File: config.mk
export PLATFORM = sky130hd
export DESIGN_NAME = huc6280_timer_irq
export DESIGN_NICKNAME = d
export VERILOG_FILES = /design/src/rtl/huc6280_pkg.sv /design/src/rtl/huc6280_timer.sv /design/src/rtl/huc6280_timer_irq.sv
export SDC_FILE = /design/constraint.sdc
export NUM_CORES = 1
export LEC_CHECK = 0
export BUFFER_PORTS_ARGS = -buffer_cell sky130_fd_sc_hd__buf_2
export CAP_MARGIN = 40
export CORE_MARGIN = 10
export CORE_UTILIZATION = 30
export DETAILED_ROUTE_END_ITERATION = 8
export PLACE_DENSITY = 0.6
export SYNTH_ARGS = -nofsm -noshare
export SYNTH_HDL_FRONTEND = slang
export SYNTH_SLANG_ARGS = --single-unit
File: constraint.sdc
create_clock -name clk -period 3.9 [get_ports clk]
set_input_delay 0.585 -clock clk [delete_from_list [all_inputs] [get_ports clk]]
set_output_delay 0.585 -clock clk [all_outputs]
set_load 0.01 [all_outputs]
File: src/rtl/huc6280_pkg.sv
// huc6280_pkg: shared register offsets, mask bit positions, default region
// bases and the address-region decode helper for the HuC6280 timer/IRQ block.
package huc6280_pkg;

    // Register offsets within each 1 KiB mirrored region
    localparam logic [1:0] TMR_CNT  = 2'd0;
    localparam logic [1:0] TMR_CTL  = 2'd1;
    localparam logic [1:0] IRQ_MASK = 2'd2;
    localparam logic [1:0] IRQ_STAT = 2'd3;

    // Bit positions shared by the mask register and the interrupt source vector
    localparam int unsigned IRQ2_BIT  = 0;
    localparam int unsigned IRQ1_BIT  = 1;
    localparam int unsigned TIMER_BIT = 2;

    // Default region bases
    localparam logic [15:0] TIMER_BASE_DEF = 16'h0C00;
    localparam logic [15:0] IRQC_BASE_DEF  = 16'h1400;

    typedef enum logic [1:0] {
        REG_NONE  = 2'd0,
        REG_TIMER = 2'd1,
        REG_IRQC  = 2'd2
    } region_e;

    // Only the top six address bits select a region; the rest mirror.
    function automatic region_e decode_region(input logic [15:0] a,
                                              input logic [15:0] tbase,
                                              input logic [15:0] ibase);
        region_e r;
        r = REG_NONE;
        if (a[15:10] == tbase[15:10]) begin
            r = REG_TIMER;
        end else if (a[15:10] == ibase[15:10]) begin
            r = REG_IRQC;
        end
        return r;
    endfunction

endpackage

File: src/rtl/huc6280_timer.sv
// huc6280_timer: 7-bit interval timer with a PRESCALE-cycle prescaler.
// Owns reload, counter, run and prescaler; underflow_o is a one-cycle pulse
// asserted during the cycle whose closing edge reloads the counter.
// PRESCALE must be at least 2.
module huc6280_timer
    import huc6280_pkg::*;
#(
    parameter int unsigned PRESCALE = 1024
) (
    input  logic       clk,
    input  logic       reset_n,
    input  logic       reload_we_i,
    input  logic [6:0] reload_i,
    input  logic       ctl_we_i,
    input  logic       run_i,
    output logic [6:0] counter_o,
    output logic       run_o,
    output logic       underflow_o
);

    localparam int unsigned    PW      = $clog2(PRESCALE);
    localparam logic [PW-1:0]  PS_LAST = PW'(PRESCALE - 1);

    logic [PW-1:0] presc_q, presc_d;
    logic [6:0]    cnt_q, cnt_d;
    logic [6:0]    reload_q, reload_d;
    logic          run_q, run_d;
    logic          wrap;

    assign wrap        = run_q && (presc_q == PS_LAST);
    assign underflow_o = wrap && (cnt_q == 7'd0);
    assign counter_o   = cnt_q;
    assign run_o       = run_q;

    // Next-state: prescaler/counter advance while running; a 0->1 run write restarts from reload
    always_comb begin
        presc_d  = presc_q;
        cnt_d    = cnt_q;
        reload_d = reload_q;
        run_d    = run_q;
        if (run_q) begin
            presc_d = wrap ? '0 : presc_q + PW'(1);
            if (wrap) begin
                cnt_d = (cnt_q == 7'd0) ? reload_q : cnt_q - 7'd1;
            end
        end
        if (reload_we_i) begin
            reload_d = reload_i;
        end
        if (ctl_we_i) begin
            run_d = run_i;
            if (run_i && !run_q) begin
                cnt_d   = reload_q;
                presc_d = '0;
            end
        end
    end

    // Timer state registers
    always_ff @(posedge clk or negedge reset_n) begin
        if (!reset_n) begin
            presc_q  <= '0;
            cnt_q    <= '0;
            reload_q <= '0;
            run_q    <= 1'b0;
        end else begin
            presc_q  <= presc_d;
            cnt_q    <= cnt_d;
            reload_q <= reload_d;
            run_q    <= run_d;
        end
    end

endmodule

File: src/rtl/huc6280_timer_irq.sv
// huc6280_timer_irq: HuC6280 interval timer and interrupt controller as a
// memory-mapped responder on the 65C02 bus. Reads answer one cycle after the
// strobe; irq is a registered, masked OR of timer-pending and the external lines.
// Optional macro HUC6280_IRQ_SYNC_EN adds 2-flop synchronizers on irq1_n/irq2_n.
module huc6280_timer_irq
    import huc6280_pkg::*;
#(
    parameter int unsigned PRESCALE   = 1024,
    parameter logic [15:0] TIMER_BASE = TIMER_BASE_DEF,
    parameter logic [15:0] IRQC_BASE  = IRQC_BASE_DEF
) (
    input  logic        clk,
    input  logic        reset_n,
    input  logic [15:0] addr,
    input  logic        re,
    input  logic        we,
    input  logic [7:0]  dIn,
    output logic [7:0]  dOut,
    output logic        hit,
    input  logic        irq1_n,
    input  logic        irq2_n,
    output logic        irq
);

    region_e     region;
    logic [1:0]  tmr_off;
    logic        wr_reload, wr_ctl, wr_mask, wr_ack;
    logic [6:0]  counter;
    logic        run;
    logic        underflow;
    logic        irq1_s, irq2_s;
    logic [2:0]  mask_q, mask_d;
    logic        tpend_q, tpend_d;
    logic        irq_q, irq_d;
    logic        hit_q, hit_d;
    logic [7:0]  dout_q, dout_d;
    logic [7:0]  rd_data;
    logic [2:0]  src;
    logic        unused_bus_bits;

    assign unused_bus_bits = ^{addr[9:2], dIn[7]};

    assign region    = decode_region(addr, TIMER_BASE, IRQC_BASE);
    assign tmr_off   = {1'b0, addr[0]};
    assign wr_reload = we && (region == REG_TIMER) && (tmr_off == TMR_CNT);
    assign wr_ctl    = we && (region == REG_TIMER) && (tmr_off == TMR_CTL);
    assign wr_mask   = we && (region == REG_IRQC)  && (addr[1:0] == IRQ_MASK);
    assign wr_ack    = we && (region == REG_IRQC)  && (addr[1:0] == IRQ_STAT);

    huc6280_timer #(
        .PRESCALE (PRESCALE)
    ) u_timer (
        .clk         (clk),
        .reset_n     (reset_n),
        .reload_we_i (wr_reload),
        .reload_i    (dIn[6:0]),
        .ctl_we_i    (wr_ctl),
        .run_i       (dIn[0]),
        .counter_o   (counter),
        .run_o       (run),
        .underflow_o (underflow)
    );

`ifdef HUC6280_IRQ_SYNC_EN
    logic [1:0] irq1_sync_q, irq2_sync_q;

    // Two-flop synchronizers for the asynchronous external IRQ lines
    always_ff @(posedge clk or negedge reset_n) begin
        if (!reset_n) begin
            irq1_sync_q <= '1;
            irq2_sync_q <= '1;
        end else begin
            irq1_sync_q <= {irq1_sync_q[0], irq1_n};
            irq2_sync_q <= {irq2_sync_q[0], irq2_n};
        end
    end

    assign irq1_s = irq1_sync_q[1];
    assign irq2_s = irq2_sync_q[1];
`else
    assign irq1_s = irq1_n;
    assign irq2_s = irq2_n;
`endif

    // Register writes, pending flag, masked irq and the one-cycle read response
    always_comb begin
        mask_d  = mask_q;
        tpend_d = tpend_q;
        rd_data = '0;
        src     = '0;

        if (wr_mask) begin
            mask_d = dIn[2:0];
        end
        // Underflow is applied after the ack so a same-edge collision leaves tpend set
        if (wr_ack) begin
            tpend_d = 1'b0;
        end
        if (underflow) begin
            tpend_d = 1'b1;
        end

        src[TIMER_BIT] = tpend_q;
        src[IRQ1_BIT]  = ~irq1_s;
        src[IRQ2_BIT]  = ~irq2_s;
        irq_d          = |(src & ~mask_q);

        case (region)
            REG_TIMER: begin
                rd_data = (tmr_off == TMR_CTL) ? {7'b0, run} : {1'b0, counter};
            end
            REG_IRQC: begin
                case (addr[1:0])
                    IRQ_MASK: rd_data = {5'b0, mask_q};
                    IRQ_STAT: rd_data = {5'b0, src};
                    default:  rd_data = '0;
                endcase
            end
            default: rd_data = '0;
        endcase

        hit_d  = re && !we && (region != REG_NONE);
        dout_d = hit_d ? rd_data : '0;
    end

    // Controller state and bus response registers
    always_ff @(posedge clk or negedge reset_n) begin
        if (!reset_n) begin
            mask_q  <= '0;
            tpend_q <= 1'b0;
            irq_q   <= 1'b0;
            hit_q   <= 1'b0;
            dout_q  <= '0;
        end else begin
            mask_q  <= mask_d;
            tpend_q <= tpend_d;
            irq_q   <= irq_d;
            hit_q   <= hit_d;
            dout_q  <= dout_d;
        end
    end

    assign dOut = dout_q;
    assign hit  = hit_q;
    assign irq  = irq_q;

endmodule

==> results of run 1 <==
synthesized netlist by cell type, types with 2 or more instances:
master    count  area share [%]
inv_1         8             1.5
buf_2         2            0.52
mux2i_1       4             2.1
mux2_2        3             1.7
and4_1        4             1.8
xor2_1        5             2.3
nor3_1        2            0.52
and2_1        5             1.6
dfrtp_1      38              49
a22oi_1       4             1.5
a21oi_1      12             3.1
nand4_1       2            0.65
nand3_1       9             2.3
o22a_1        4             1.8
and3_1        5             1.6
clkbuf_1      3            0.58
mux2_4        7             5.4
ha_1          3             1.9
xnor2_1       4             1.8
o21ai_0       6             1.5
nand2_1       7             1.4
nand2b_1      5             1.6
a22o_1        2            0.90
nor2_1       16             3.1
per-layer routing:
layer  share of wire (%)  wire, µm  track usage (%)
met5                   0         0                0
met4                0.61        25             2.93
met3                 8.2       337             4.19
met2                  44      1820             12.6
met1                  47      1930             11.0
kinds of logic after synthesis:
logic type                 share of synthesized area [%]
and+or+nand+nor                                     21.2
DFF                                                 49.0
AOI/OAI and AO/OA                                   11.3
muxes                                               9.23
buffers and inverters                               3.03
xor gates and xnor gates                            4.06
adders and majority gates                           1.94
other                                              0.193
per-stage QoR:
| stage | setup WS [ns] | hold slack (ns) | instance area, µm² |
|---|---|---|---|
| detailed placement | 1.52 | 0.491 | 2190 |
| floorplan | 1.79 | 0.289 | 1940 |
| global placement | 1.54 | 0.486 | 2160 |
| finish | 1.83 | 0.231 | 2300 |
| CTS | 1.83 | 0.238 | 2300 |
| global route | 1.72 | 0.256 | 2300 |
cell usage in the layout, fill, tap and decap left out, drive strengths merged, types with 2 or more instances in the layout:
| cell type | instances |
|---|---|
| dfrtp | 38 |
| nor2 | 17 |
| and2 | 5 |
| ha | 3 |
| nor4 | 2 |
| and3 | 5 |
| clkinv | 2 |
| buf | 31 |
| a22o | 2 |
| and4 | 4 |
| clkbuf | 5 |
| nand4 | 2 |
| xnor2 | 4 |
| o22a | 4 |
| xor2 | 5 |
| a21oi | 12 |
| nand2 | 8 |
| a22oi | 4 |
| nand3 | 9 |
| nor3 | 3 |
| o21ai | 6 |
| or4b | 2 |
| nand2b | 5 |
| inv | 8 |
| mux2 | 10 |
| mux2i | 4 |
worst paths after layout:
path | slack, ns | to | cells after the start
max | 1.83 | mask_q[2]$_DFFE_PN0P_ | 5
min | 0.23 | u_timer.presc_q[2]$_DFF_PN0_ | 1
max reg2reg | 1.86 | u_timer.counter_o[1]$_DFF_PN0_ | 4
min reg2reg | 0.50 | u_timer.counter_o[2]$_DFF_PN0_ | 2
max in group asynchronous | 3.21 | u_timer.reload_q[1]$_DFFE_PN0P_ | 2
min in group clk | 0.50 | u_timer.counter_o[2]$_DFF_PN0_ | 2
layout make-up:
class	count	area [µm²]	area share [%]
Sequential cell	38	951	41.4
Clock buffer	5	68.8	3.00
Inverter	8	30.0	1.31
Tap cell	77	96.3	4.20
Clock inverter	3	40.0	1.74
Multi-Input combinational cell	129	930	40.5
Timing Repair Buffer	31	180	7.85
flip-flops by register name (all words and copies together) (netlist names):
signal	count
u_timer.counter_o	7
irq	1
u_timer.reload_q	7
dOut	7
tpend_q	1
u_timer.presc_q	10
u_timer.run_o	1
hit	1
mask_q	3
power by group through the flow:
stage	clock network (µW)	logic [µW]	registers, µW
4_1_cts	341	121	471
2_1_floorplan	0	85.5	466
3_3_place_gp	0	114	477
6_report	328	119	470
3_5_place_dp	0	121	478
5_1_grt	362	137	478
==> reports/metrics.cfg, run 1 <==
[worst_setup_path]
cp-startpoint = addr[15]
r2r-start = u_timer.run_o$_DFFE_PN0N_
endpoint_kind = flip-flop
path_cells = buf_2 -> or4b_4 -> nor3_2 -> and3b_1 -> mux2_2
crit_type = input pin to flip-flop
cp_data_required_time_ns = 4.08
critPathLaunchType = input pin
worstPathArrival_ns = 2.25
crit_path_top_delay_cell = or4b_4
critPathTopFamily = simple AND/OR/NAND/NOR gates
worst-path-max-fanout = 5
cpPeakStageDelay_ns = 0.58
path_buf_inv = 1

[placement]
dp_cells = 283
dp.final_hpwl_mm = 3.10
gp_congestion = 0.846
portBuffers = 29

[synth]
synth.distinct_cells = 45
syn_nets = 214
ys_warn_count = 0
synth-seq-area-share_pct = 49.0
synth_area_um2 = 1940
syn_area_per_cell_um2 = 10.7
ys.flop_type = dfrtp_1
async_reset_ff_share_pct = 100
ys_ff_latch = 38
synth-edff-count = 0
syn_inst = 181

[pwr]
combPwrFrac_pct = 13.0
cell_internal_pwr_uw = 682
switching_share_pct = 25.7
seqPwrFrac_pct = 51.3
power.density_nw_per_um2 = 400
p_leak_uw = 0.00111
pwr-share-clk_pct = 35.7
switchingPower_uw = 236
peakVddDrop_mv = 0.185
finalPower_uw = 918

[sta]
rsz0062_at_grt = no
fin_crit_ns = 2.07
tns_ns = 0
finalSetupViolations = 0
timing.final.crit_share_pct = 53.0
timing.fmax_mhz = 484
relSlewSlack_pct = 64.5
finalHoldViolations = 0
worst-slew-pin-transition_ns = 0.527
slew_viol_final = 0
skew_ns = 0.00631

[layout]
nNetsFinal = 246
fin_util_pct = 36.4
drive_gt1_share_pct = 26.2
num_antenna_cells = 0
stdcell_count = 291
area_delta_synth_final_pct = 18.4
n_fill_cell = 661

[route]
postRouteAntennaNets = 0
drc = 0
finalWirelength_mm = 4.12
firstDrtPassIters = 4
wl_per_cell_um = 14.2
num_vias = 1408
vias_per_cell = 4.84
drtIter0Drc = 72

[min_path]
hold_class = input pin to async pin

[run]
cap_violations = 0

[clock_network]
clkTransAtPathRegs_ns = 0.08
cts_tree = yes
cts_resized = 0
cts.sinks = 38
holdBufCountCts = 0
clock_latency_ns = 0.29
post_cts_buffers = 0
cts_buffers = 5
cts.path.max_buffers = 2
cts-root-buf = clkbuf_8
htreeDepth = 2

[floorplan]
core_region_area_um2 = 6310
initial_utilization_pct = 30.7
die_h_um = 100
die_x_um = 100
ioPinCount = 40
row_count = 29
dieArea_um2 = 10100

[grt]
grt_max_degree = 22
grt_overflow = 0
grt_pass1_vias = 1459
grtUsageTotal_pct = 8.69
grt_pass1_wl_mm = 7.12
antenna_found_initial = 0

[outcome]
status = complete, no violations

Note: power is estimated with default switching activity, not from simulation.
==> run 2: changes to the inputs <==
clock period = 2 ns   (was 3.9 ns; I/O delays follow)
==> run 2 against run 1 <==
Compared with the run above:
- via count increased by 2.1%
- register-to-register slack got worse by 1.7 ns
- largest cell class unchanged
- cell count increased by 3.4%
- combinational power increased by 110%
- sequential cell count unchanged
- hold slack got worse by 0.21 ns
- power increased by 80%
- cell area increased by 1.4%
- clock-buffer cell count unchanged
- first-iteration DRC count increased by 29%
==> reports/metrics.cfg, run 2 (synthesis gave the netlist of run 1 again) <==
[layout]
stdcell_area_um2 = 2330
multiInputGateArea_um2 = 930
area_delta_synth_final_pct = 20.1
fin_util_pct = 36.9
n_fill_cell = 641
ff_latch_area_um2 = 951
num_antenna_cells = 0
most-common-layout-cells = dfrtp_1, buf_2, nor2_1
final_common_cell = dfrtp_1
drive_gt1_share_pct = 29.5
nNetsFinal = 257
largest-register = u_timer.presc_q
largest_reg_flops = 10

[route]
firstDrtPassIters = 4
drtIter0Drc = 93
num_vias = 1438
drc = 0
vias_per_cell = 4.78
finalWirelength_mm = 4.26
postRouteAntennaNets = 0
wl_per_cell_um = 14.2

[pwr]
switchingPower_uw = 446
switching_share_pct = 27.0
pwr-share-clk_pct = 29.3
combPwrFrac_pct = 15.3
seqPwrFrac_pct = 55.5
power.density_nw_per_um2 = 710
finalPower_uw = 1650
p_leak_uw = 0.00115
peakVddDrop_mv = 0.286
cell_internal_pwr_uw = 1210

[sta]
finalHoldViolations = 0
slew_viol_final = 0
timing.fmax_mhz = 532
skew_ns = 0.00472
worst-slew-pin-transition_ns = 0.591
rsz0062_at_grt = no
timing.final.crit_share_pct = 93.9
fin_crit_ns = 1.88
tns_ns = 0
finalSetupViolations = 0
fin_hold_ws_ns = 0.0200
relSlewSlack_pct = 60.6

[floorplan]
dieArea_um2 = 10100
initial_utilization_pct = 30.7
core_region_area_um2 = 6310
die_x_um = 100
ioPinCount = 40
row_count = 29
die_h_um = 100

[worst_setup_path]
cp_data_required_time_ns = 2.13
critPathLaunchType = flip-flop
worst-path-max-fanout = 6
rr_worst_depth = 6
endpoint_kind = flip-flop
worstPathArrival_ns = 2.01
crit_type = flip-flop to flip-flop

[grt]
grt_max_degree = 27
grt_pass1_wl_mm = 7.22
grt_overflow = 0
antenna_found_initial = 0
grt_pass1_vias = 1505
grtUsageTotal_pct = 8.78

[placement]
dp.final_hpwl_mm = 3.26
portBuffers = 29
gp_congestion = 0.857
postPlaceCellArea_um2 = 2250

[clock_network]
clkTransAtPathRegs_ns = 0.07
clock_latency_ns = 0.28
cts-root-buf = clkbuf_8
cts_resized = 0
cts.path.max_buffers = 2
cts_tree = yes
post_cts_buffers = 0
cts.sinks = 38
cts_buffers = 5
holdBufCountCts = 0
htreeDepth = 2

[min_path]
hold_class = input pin to async pin

[outcome]
status = complete, no violations

[run]
cap_violations = 0

[run 2: per-layer routing]
layer  global-route usage [%]  part of all wire [%]  vias to the layer above
li1                         -                     -                      727
met1                     10.9                    46                      677
met2                     13.6                    46                       32
met3                     3.57                   6.8                        2
met4                     2.61                  0.59                        0
met5                        0                     0                        -
[run 2: critical path, stage by stage (launching register included)]
cell	delay, ns
dfrtp_1	0.41
inv_1	0.10
ha_1	0.22
nor2b_1	0.15
and2_1	0.21
a21oi_1	0.49
o22ai_1	0.16
[run 2: final timing paths]
kind | start | to | slack (ns)
worst max-delay path | u_timer.counter_o[0]$_DFF_PN0_ | u_timer.counter_o[5]$_DFF_PN0_ | 0.12
worst min-delay path | reset_n | u_timer.presc_q[2]$_DFF_PN0_ | 0.02
worst max register to register | u_timer.counter_o[0]$_DFF_PN0_ | u_timer.counter_o[5]$_DFF_PN0_ | 0.12
worst min register to register | u_timer.reload_q[5]$_DFFE_PN0P_ | u_timer.reload_q[5]$_DFFE_PN0P_ | 0.52
max in group asynchronous | reset_n | dOut[6]$_DFF_PN0_ | 1.44
min in group clk | dIn[1] | mask_q[1]$_DFFE_PN0P_ | 0.24
[run 2: final cells by class]
type	instances	share of cell area (%)
Multi-Input combinational cell	129	39.9
Timing Repair Buffer	42	10.4
Clock inverter	2	0.430
Clock buffer	5	2.96
Sequential cell	38	40.8
Tap cell	77	4.14
Inverter	8	1.29
[run 2: metrics by stage]
step	instances	setup WS [ns]
after CTS	301	0.153
after global placement	294	0.0479
after detailed placement	294	0.0294
after global routing	301	0.0178
after floorplan	181	0.171
final	301	0.121
[run 2: power by group through the flow]
stage	sequential (µW)	clock, µW	combinational [µW]
2_1_floorplan	908	0	167
3_3_place_gp	927	0	248
3_5_place_dp	931	0	253
4_1_cts	918	502	256
5_1_grt	927	540	285
6_report	916	484	252
==> run 3: changes to the inputs <==
clock period = 1.9 ns   (was 2 ns; I/O delays follow)
==> run 3 against run 2 <==
Compared with the run above:
- die area is the same
- worst setup slack gained 0.030 ns
- clock-buffer cell count grew 2
- global-route usage is essentially flat
- cell area increased by 1.7%
- sequential power up 5.8%
- clock power is 18% higher
- routed wire length up 0.59%
- sequential share of layout area down 0.64 points
- non-clock buffer count rose by 3
- clock skew increased by 0.0065 ns
- largest cell class unchanged
==> reports/metrics.cfg, run 3 (synthesis gave the netlist of run 1 again) <==
[grt]
grtUsageTotal_pct = 8.79
antenna_found_initial = 0
grt_max_degree = 39
grt_pass1_vias = 1519
grt_pass1_wl_mm = 7.32
grt_overflow = 0

[run]
cap_violations = 0

[route]
vias_per_cell = 4.98
drtIter0Drc = 91
wl_per_cell_um = 14.1
postRouteAntennaNets = 0
finalWirelength_mm = 4.29
drc = 0
firstDrtPassIters = 4
num_vias = 1520

[floorplan]
initial_utilization_pct = 30.7
core_region_area_um2 = 6310
die_x_um = 100
dieArea_um2 = 10100
ioPinCount = 40
die_h_um = 100
row_count = 29

[layout]
ff_latch_area_um2 = 952
final_common_cell = dfrtp_1
drive_gt1_share_pct = 31.1
n_fill_cell = 650
fin_util_pct = 37.5
largest-register = u_timer.presc_q
nNetsFinal = 260
stdcell_area_um2 = 2370
area_delta_synth_final_pct = 22.1
multiInputGateArea_um2 = 933
num_antenna_cells = 0
most-common-layout-cells = dfrtp_1, buf_2, nor2_1, buf_4, a21oi_1
largest_reg_flops = 10

[clock_network]
clkTransAtPathRegs_ns = 0.08
htreeDepth = 2
cts.path.max_buffers = 2
cts_tree = yes
cts.sinks = 38
cts-root-buf = clkbuf_8
cts_buffers = 5
clock_latency_ns = 0.29

[worst_setup_path]
crit_type = flip-flop to flip-flop
path_buf_inv = 2
cp_data_required_time_ns = 2.11
cp.depth = 7
critPathLaunchType = flip-flop
rr_worst_depth = 7
path_cells = buf_4 -> nand2b_1 -> nor4_2 -> buf_4 -> nand2b_1 -> o21ai_0 -> a22oi_1
critPathTopFamily = simple AND/OR/NAND/NOR gates
worst-path-max-fanout = 8
endpoint_kind = flip-flop
crit_path_top_delay_cell = dfrtp_2
worstPathArrival_ns = 1.96
cpPeakStageDelay_ns = 0.46

[sta]
slew_viol_final = 0
finalSetupViolations = 0
tns_ns = 0
skew_ns = 0.0112
timing.final.crit_share_pct = 92.1
timing.fmax_mhz = 572
fin_crit_ns = 1.75
rsz0062_at_grt = no
finalHoldViolations = 0
setup_ws_ns = 0.151

[placement]
dp_worst_setup_slack_ns = -0.0542
dp.final_hpwl_mm = 3.16
gp_congestion = 0.848
postPlaceCellArea_um2 = 2250
portBuffers = 29

[pwr]
finalPower_uw = 1800
peakVddDrop_mv = 0.316
power.density_nw_per_um2 = 762
p_leak_uw = 0.00117

[outcome]
status = complete, no violations

[min_path]
hold_class = input pin to async pin

==> run 3: changes by cell type in the layout (fill, tap and decap cells not counted), sizes merged <==
cell / delta
clkbuf: +2
buf: +3
clkinv: -1
==> run 3: final cells by class <==
| cell class | count | share of cell area, % |
|---|---|---|
| Timing Repair Buffer | 45 | 11.2 |
| Inverter | 8 | 1.27 |
| Clock inverter | 1 | 0.211 |
| Multi-Input combinational cell | 129 | 39.4 |
| Tap cell | 77 | 4.07 |
| Sequential cell | 38 | 40.2 |
| Clock buffer | 7 | 3.65 |
==> run 3: worst reg2reg max path, delay by kind of cell, from the launching register on <==
family / cells / cell delay, ns
buffers and inverters: 2 / 0.35
flip-flops: 1 / 0.46
AND/OR/NAND/NOR: 3 / 0.56
AO/OA/AOI/OAI: 2 / 0.30
==> run 3: timing repair <==
action | 4_1_cts | 5_1_grt
buffers inserted | 0 | 3
hold buffers | 0 | 0
gates resized for setup | 0 | 2
endpoints found under the setup margin | 0 | 7
==> run 3: final timing paths <==
kind / start / to / slack [ns]
worst max-delay path: u_timer.run_o$_DFFE_PN0N_ / u_timer.counter_o[0]$_DFF_PN0_ / 0.15
worst min-delay path: reset_n / dOut[3]$_DFF_PN0_ / 0.04
worst max register to register: u_timer.run_o$_DFFE_PN0N_ / u_timer.counter_o[0]$_DFF_PN0_ / 0.15
worst min register to register: mask_q[0]$_DFFE_PN0P_ / irq$_DFF_PN0_ / 0.51
max in group asynchronous: reset_n / u_timer.run_o$_DFFE_PN0N_ / 1.51
min in group clk: dIn[1] / mask_q[1]$_DFFE_PN0P_ / 0.21
==> run 3: per-stage QoR <==
stage / instances / hold slack (ns)
2_1_floorplan: 181 / -0.0106
3_3_place_gp: 294 / 0.364
3_5_place_dp: 294 / 0.372
4_1_cts: 302 / 0.0513
5_1_grt: 305 / 0.0690
6_report: 305 / 0.0370
==> run 3: power breakdown <==
| group | leakage, µW | total [µW] | switching [µW] | internal [µW] |
|---|---|---|---|---|
| combinational | 0.000635 | 263 | 121 | 142 |
| sequential | 0.000483 | 969 | 87.0 | 882 |
| clock | 0.0000482 | 572 | 280 | 293 |
==> run 3: layer usage <==
metal  up-vias  wire length, µm  GRT usage (%)
met4         0               43           2.28
met3         6              345           4.05
met5         -                0              0
met2        42             1900           12.9
li1        731                -              -
met1       741             2000           11.4
